**config.mk**
```make
export PLATFORM = sky130hd
export DESIGN_NAME = vrf_read_arbiter
export DESIGN_NICKNAME = d
export VERILOG_FILES = /design/src/rtl/vrf_read_arbiter_pkg.sv /design/src/rtl/vrf_read_arbiter_rr_grant.sv /design/src/rtl/vrf_read_arbiter.sv
export SDC_FILE = /design/constraint.sdc
export NUM_CORES = 1
export LEC_CHECK = 0
export BUFFER_PORTS_ARGS = -buffer_cell sky130_fd_sc_hd__buf_2
export CAP_MARGIN = 20
export CORE_AREA = 2 2 69 71
export CTS_BUF_LIST = sky130_fd_sc_hd__clkbuf_16
export DETAILED_ROUTE_END_ITERATION = 7
export DIE_AREA = 0 0 71 73
export GPL_TIMING_DRIVEN = 0
export PLACE_DENSITY_LB_ADDON = 0.3
export SLEW_MARGIN = 20
export SYNTH_ARGS = -nofsm -noshare
export SYNTH_HDL_FRONTEND = slang
export SYNTH_SLANG_ARGS = --single-unit
export TNS_END_PERCENT = 1
```
**constraint.sdc**
```tcl
create_clock -name clock -period 3 [get_ports clock]
set_clock_uncertainty 0.15 [all_clocks]
set_input_delay 0.3 -clock clock [delete_from_list [all_inputs] [get_ports clock]]
set_output_delay 0.3 -clock clock [all_outputs]
set_load 0.05 [all_outputs]
```
**src/rtl/vrf_read_arbiter_pkg.sv**
```systemverilog
// Shared VRF read-port definitions: field widths and the read-request bundle.
package vrf_read_arbiter_pkg;

    localparam int VS_W       = 5;
    localparam int OFFSET_W   = 6;
    localparam int INSTR_W    = 3;
    localparam int DATA_W     = 32;
    localparam int SOURCE_W   = 2;
    localparam int INFLIGHT_W = 3;

    typedef struct packed {
        logic [VS_W-1:0]     vs;
        logic [OFFSET_W-1:0] offset;
        logic [INSTR_W-1:0]  instructionIndex;
        logic [SOURCE_W-1:0] readSource;
    } vrf_read_req_t;

endpackage

```
**src/rtl/vrf_read_arbiter_rr_grant.sv**
```systemverilog
// Round-robin picker: one-hot grant to the first requester after ptr, wrapping.
module rr_grant #(
    parameter  int N     = 4,
    localparam int PTR_W = (N > 1) ? $clog2(N) : 1
) (
    input  logic [N-1:0]     req,
    input  logic [PTR_W-1:0] ptr,
    output logic [N-1:0]     grant
);

    logic             found;
    logic [PTR_W-1:0] idx;
    int               sum;

    // Scan ptr+1 .. ptr+N modulo N and grant the first active request.
    always_comb begin
        grant = '0;
        found = 1'b0;
        idx   = '0;
        sum   = 0;
        for (int k = 1; k <= N; k++) begin
            sum = int'(ptr) + k;
            if (sum >= N) begin
                sum = sum - N;
            end
            idx = PTR_W'(sum);
            if (!found && req[idx]) begin
                grant[idx] = 1'b1;
                found      = 1'b1;
            end
        end
    end

endmodule

```
**src/rtl/vrf_read_arbiter.sv**
```systemverilog
// Shares one VRF read port among NUM_REQ read pipes and routes the fixed-latency
// read results back to the requester that issued each read.
module vrf_read_arbiter
    import vrf_read_arbiter_pkg::*;
#(
    parameter int NUM_REQ      = 4,
    parameter int READ_LATENCY = 2
) (
    input  logic                        clock,
    input  logic                        reset,
    input  logic [NUM_REQ-1:0]          req_valid,
    output logic [NUM_REQ-1:0]          req_ready,
    input  logic [NUM_REQ*VS_W-1:0]     req_vs,
    input  logic [NUM_REQ*OFFSET_W-1:0] req_offset,
    input  logic [NUM_REQ*INSTR_W-1:0]  req_instructionIndex,
    input  logic                        flush,
    input  logic                        vrfReadRequest_ready,
    output logic                        vrfReadRequest_valid,
    output logic [VS_W-1:0]             vrfReadRequest_bits_vs,
    output logic [OFFSET_W-1:0]         vrfReadRequest_bits_offset,
    output logic [INSTR_W-1:0]          vrfReadRequest_bits_instructionIndex,
    output logic [SOURCE_W-1:0]         vrfReadRequest_bits_readSource,
    input  logic [DATA_W-1:0]           vrfReadResult,
    output logic [NUM_REQ-1:0]          resp_valid,
    output logic [DATA_W-1:0]           resp_data,
    output logic [INFLIGHT_W-1:0]       inflight
);

    localparam int ID_W = $clog2(NUM_REQ);

    logic [ID_W-1:0]         rr_ptr;
    logic [NUM_REQ-1:0]      grant;
    logic [ID_W-1:0]         grant_id;
    vrf_read_req_t           granted;
    logic                    fire;
    logic                    tail_valid;
    logic [READ_LATENCY-1:0] pipe_flag;
    logic [ID_W-1:0]         pipe_id [READ_LATENCY];

    rr_grant #(.N(NUM_REQ)) u_rr_grant (
        .req   (req_valid),
        .ptr   (rr_ptr),
        .grant (grant)
    );

    // Encode the one-hot grant and select that requester's fields (all zero when idle).
    always_comb begin
        grant_id = '0;
        granted  = '0;
        for (int i = 0; i < NUM_REQ; i++) begin
            if (grant[i]) begin
                grant_id                 = ID_W'(i);
                granted.vs               = req_vs[i*VS_W +: VS_W];
                granted.offset           = req_offset[i*OFFSET_W +: OFFSET_W];
                granted.instructionIndex = req_instructionIndex[i*INSTR_W +: INSTR_W];
            end
        end
        granted.readSource = SOURCE_W'(grant_id);
    end

    assign fire                                 = (|req_valid) & vrfReadRequest_ready;
    assign req_ready                            = grant & {NUM_REQ{vrfReadRequest_ready}};
    assign vrfReadRequest_valid                 = |req_valid;
    assign vrfReadRequest_bits_vs               = granted.vs;
    assign vrfReadRequest_bits_offset           = granted.offset;
    assign vrfReadRequest_bits_instructionIndex = granted.instructionIndex;
    assign vrfReadRequest_bits_readSource       = granted.readSource;

    // The pointer remembers the last winner and only moves when a request actually fires.
    always_ff @(posedge clock) begin
        if (reset) begin
            rr_ptr <= ID_W'(NUM_REQ - 1);
        end else if (fire) begin
            rr_ptr <= grant_id;
        end
    end

    // Fire flags track outstanding reads; flush or reset wipes them so those reads never answer.
    always_ff @(posedge clock) begin
        if (reset || flush) begin
            pipe_flag <= '0;
        end else begin
            pipe_flag[0] <= fire;
            for (int i = 1; i < READ_LATENCY; i++) begin
                pipe_flag[i] <= pipe_flag[i-1];
            end
        end
    end

    // Requester ids ride alongside the flags; their contents only matter where a flag is set.
    always_ff @(posedge clock) begin
        pipe_id[0] <= grant_id;
        for (int i = 1; i < READ_LATENCY; i++) begin
            pipe_id[i] <= pipe_id[i-1];
        end
    end

    assign tail_valid = pipe_flag[READ_LATENCY-1] & ~flush & ~reset;

    // Steer the returning read data to the requester recorded at the pipeline tail.
    always_comb begin
        resp_valid = '0;
        resp_data  = '0;
        if (tail_valid) begin
            resp_valid[pipe_id[READ_LATENCY-1]] = 1'b1;
            resp_data                           = vrfReadResult;
        end
    end

    // Count the reads that have been issued but not yet returned.
    always_comb begin
        inflight = '0;
        for (int i = 0; i < READ_LATENCY; i++) begin
            if (pipe_flag[i]) begin
                inflight = inflight + INFLIGHT_W'(1);
            end
        end
    end

endmodule

```
==> results.yml <==
outcome:
  status: "complete, but fails checks"
  violations: "negative setup slack"
pwr:
  power_switching_uw: 1280
  irDropWorstVdd_uv: 332
  combPwrFrac: 0.843
  swShare: 0.520
  seqPwrFrac: 0.067
  internal_power_uw: 1180
  power_density_nw_per_um2: 843
  p_leak_uw: 0.00159
  power_uw: 2460
  clkPwrFrac: 0.090
timing:
  final_max_slew_viol_count: 0
  finalSetupViolations: 15
  fin_hold_ws_ns: 0.103
  grt_setup_unrepaired: "yes"
  hold_viol_final: 0
  finalWorstSetupSlack_ns: -0.0997
  max_clock_freq_mhz: 323
  period_needed_ns: 3.10
  min_period_over_period: 1.03
layout:
  final_util: 0.644
  syn_to_final_growth_pct: 94.1
  finalNetCount: 484
  diodes: 0
  drive_gt1_frac: 0.629
route:
  antenna_left: 0
  post_drt_wl_per_cell_um: 14.4
  post_drt_via_cell_ratio: 5.24
  drt_iter0_drc: 82
  firstDrtPassIters: 4
  vias: 2258
  drc: 0
  routed_wl_mm: 6.19
placed_design:
  dp_hpwl_mm: 4.56
  dp_slack_ns: -0.291
  finalWeightedCongestion: 0.854
  port_buffers: 154
synthesis:
  synth_area_leader_cell: "and3_1"
  yosysSeqAreaShare: 0.106
  synthTopCellsByArea: "and3_1, dfxtp_1, nand3b_1"
  synth_cell_types: 34
  syn-num-nets: 300
  synth_top_area_share: 0.137
  yosysWarnings: 0
  ys_seq_elements: 8
  avgSynthCellArea_um2: 7.71
  synthCells: 195
  synth_area_um2: 1500
critical_path:
  critPathLaunchType: "flop"
  worstPathMaxFanout: 10
  cp_data_required_time_ns: 2.55
  path_class: "reg2out"
  endpoint_kind: "output port"
  arrival_ns: 2.65
clocking:
  clk_pin_slew_worst_paths_ns: 0.04
  clk_path_buf_depth: 2
  cts_root_buffer: "clkbuf_16"
  h-tree-depth: 1
  clkSinkCount: 8
  cts_tree: "yes"
  clkLatencyLatePin_ns: 0.23
  cts_made_buffers: 3
floorplanning:
  rows: 25
  start_util: 0.332
  die_x_um: 71
  io_pins: 156
  coreArea_um2: 4540
  chipHeight_um: 73
  dieArea_um2: 5180
global_routing:
  grt_pass1_wl_mm: 9.11
  grt_pass1_vias: 1966
  track_usage: 0.217
  gr-total-overflow: 0
  grt_max_degree: 11
  grt_antenna_before_repair: 0
hold_path:
  hold_path_class: "in2reg"
flow_run:
  drv_cap: 0
[worst max-delay path: stages (launching register included)]
cell,delay [ns]
dfxtp_4,0.38
clkinvlp_4,0.12
ha_4,0.28
mux4_2,0.31
buf_8,0.16
buf_6,0.12
buf_4,0.12
a221o_2,0.38
buf_6,0.16
nand4_1,0.13
a31oi_4,0.10
buf_6,0.16
[cell families after synthesis]
| family | count (synthesis) | synth area share |
|---|---|---|
| flip-flops | 8 | 0.106 |
| adder cells (fa/ha/maj) | 9 | 0.0749 |
| AO/OA/AOI/OAI | 46 | 0.244 |
| AND/OR/NAND/NOR | 107 | 0.428 |
| other | 1 | 0.00249 |
| buffers and inverters | 21 | 0.0998 |
| multiplexers | 3 | 0.0449 |
[final timing paths]
kind,from,to,slack (ns),depth (start not counted)
max,rr_ptr[0],vrfReadRequest_bits_offset[5],-0.1,11
min,flush,pipe_flag[0],0.10,2
max reg2reg,rr_ptr[0],rr_ptr[1],0.35,12
min reg2reg,pipe_id[0][0],pipe_id[0][2],0.17,0
[routing by layer]
metal / GRT usage / wire [um] / vias up
met5: 0 / 0 / -
met4: 0.0608 / 95 / 0
met3: 0.0345 / 383 / 10
met2: 0.397 / 3200 / 103
met1: 0.264 / 2510 / 1037
li1: - / - / 1108
[cell usage after synthesis]
cell,count
a221o_2,2
and3b_1,2
buf_2,2
o31a_1,1
a221oi_4,2
clkbuf_1,6
nand3b_1,17
nand3b_4,1
a21o_2,1
and2_1,5
buf_6,4
a21oi_2,5
buf_12,1
a31oi_1,14
a211o_1,1
nand2_2,1
inv_1,2
nand2_1,7
o21ai_2,1
o41ai_4,1
nor3_1,3
a21oi_1,17
conb_1,1
a22oi_2,1
nor3b_1,2
nand4_1,14
nand2b_1,1
nor2b_1,2
nor2_1,19
and3_1,33
buf_4,6
dfxtp_1,8
mux4_2,3
ha_1,9
[cell usage in the layout, fill, tap and decap left out, types with 3 or more instances in the layout]
cell type / synthesis / layout
nand4_1: 14 / 14
dfxtp_1: 8 / 6
clkbuf_16: 0 / 3
and2_1: 5 / 4
ha_1: 9 / 8
nor3_1: 3 / 3
buf_2: 2 / 136
a21oi_4: 0 / 3
clkbuf_1: 6 / 6
buf_6: 4 / 28
nand2_1: 7 / 7
buf_4: 6 / 24
a21oi_2: 5 / 6
mux4_2: 3 / 3
nand3b_1: 17 / 17
nor2_1: 19 / 19
a31oi_2: 0 / 13
and3_1: 33 / 33
a21oi_1: 17 / 13
[sequential cells by signal, indices dropped and copies added (netlist names)]
register / count
pipe_id: 4
pipe_flag: 2
rr_ptr: 2
[per-stage QoR]
stage | cell area, um2 | setup TNS [ns] | instances
after floorplan | 1600 | -0.587 | 195
after global placement | 2440 | -2.41 | 403
after detailed placement | 2440 | -3.41 | 403
after CTS | 2860 | -1.36 | 427
after global routing | 2920 | -2.46 | 431
final | 2920 | -1.10 | 431
[cell type report]
type,instances,area [um2]
plain buffers,18,159
clock buffers,3,75.1
fillers,389,1620
inverters,2,11.3
multi-input cells,166,1350
flip-flops and latches,8,168
well taps,54,67.6
repair buffers,180,1090
[repair_timing]
item | CTS | global route
hold buffers | 0 | 0
pin swaps | 11 | 13
gates resized for setup | 59 | 8
endpoints found under the setup margin | 20 | 20
cloned | 3 | 0
buffers inserted | 18 | 5
[power groups by stage]
stage,Clock [uW],Combinational [uW],Sequential (uW)
after floorplan,0,1260,159
after global placement,0,1590,163
after detailed placement,0,1600,165
after CTS,225,2010,163
after global routing,231,2180,172
final,222,2070,165
No activity file was read; power rests on OpenSTA's default activity.
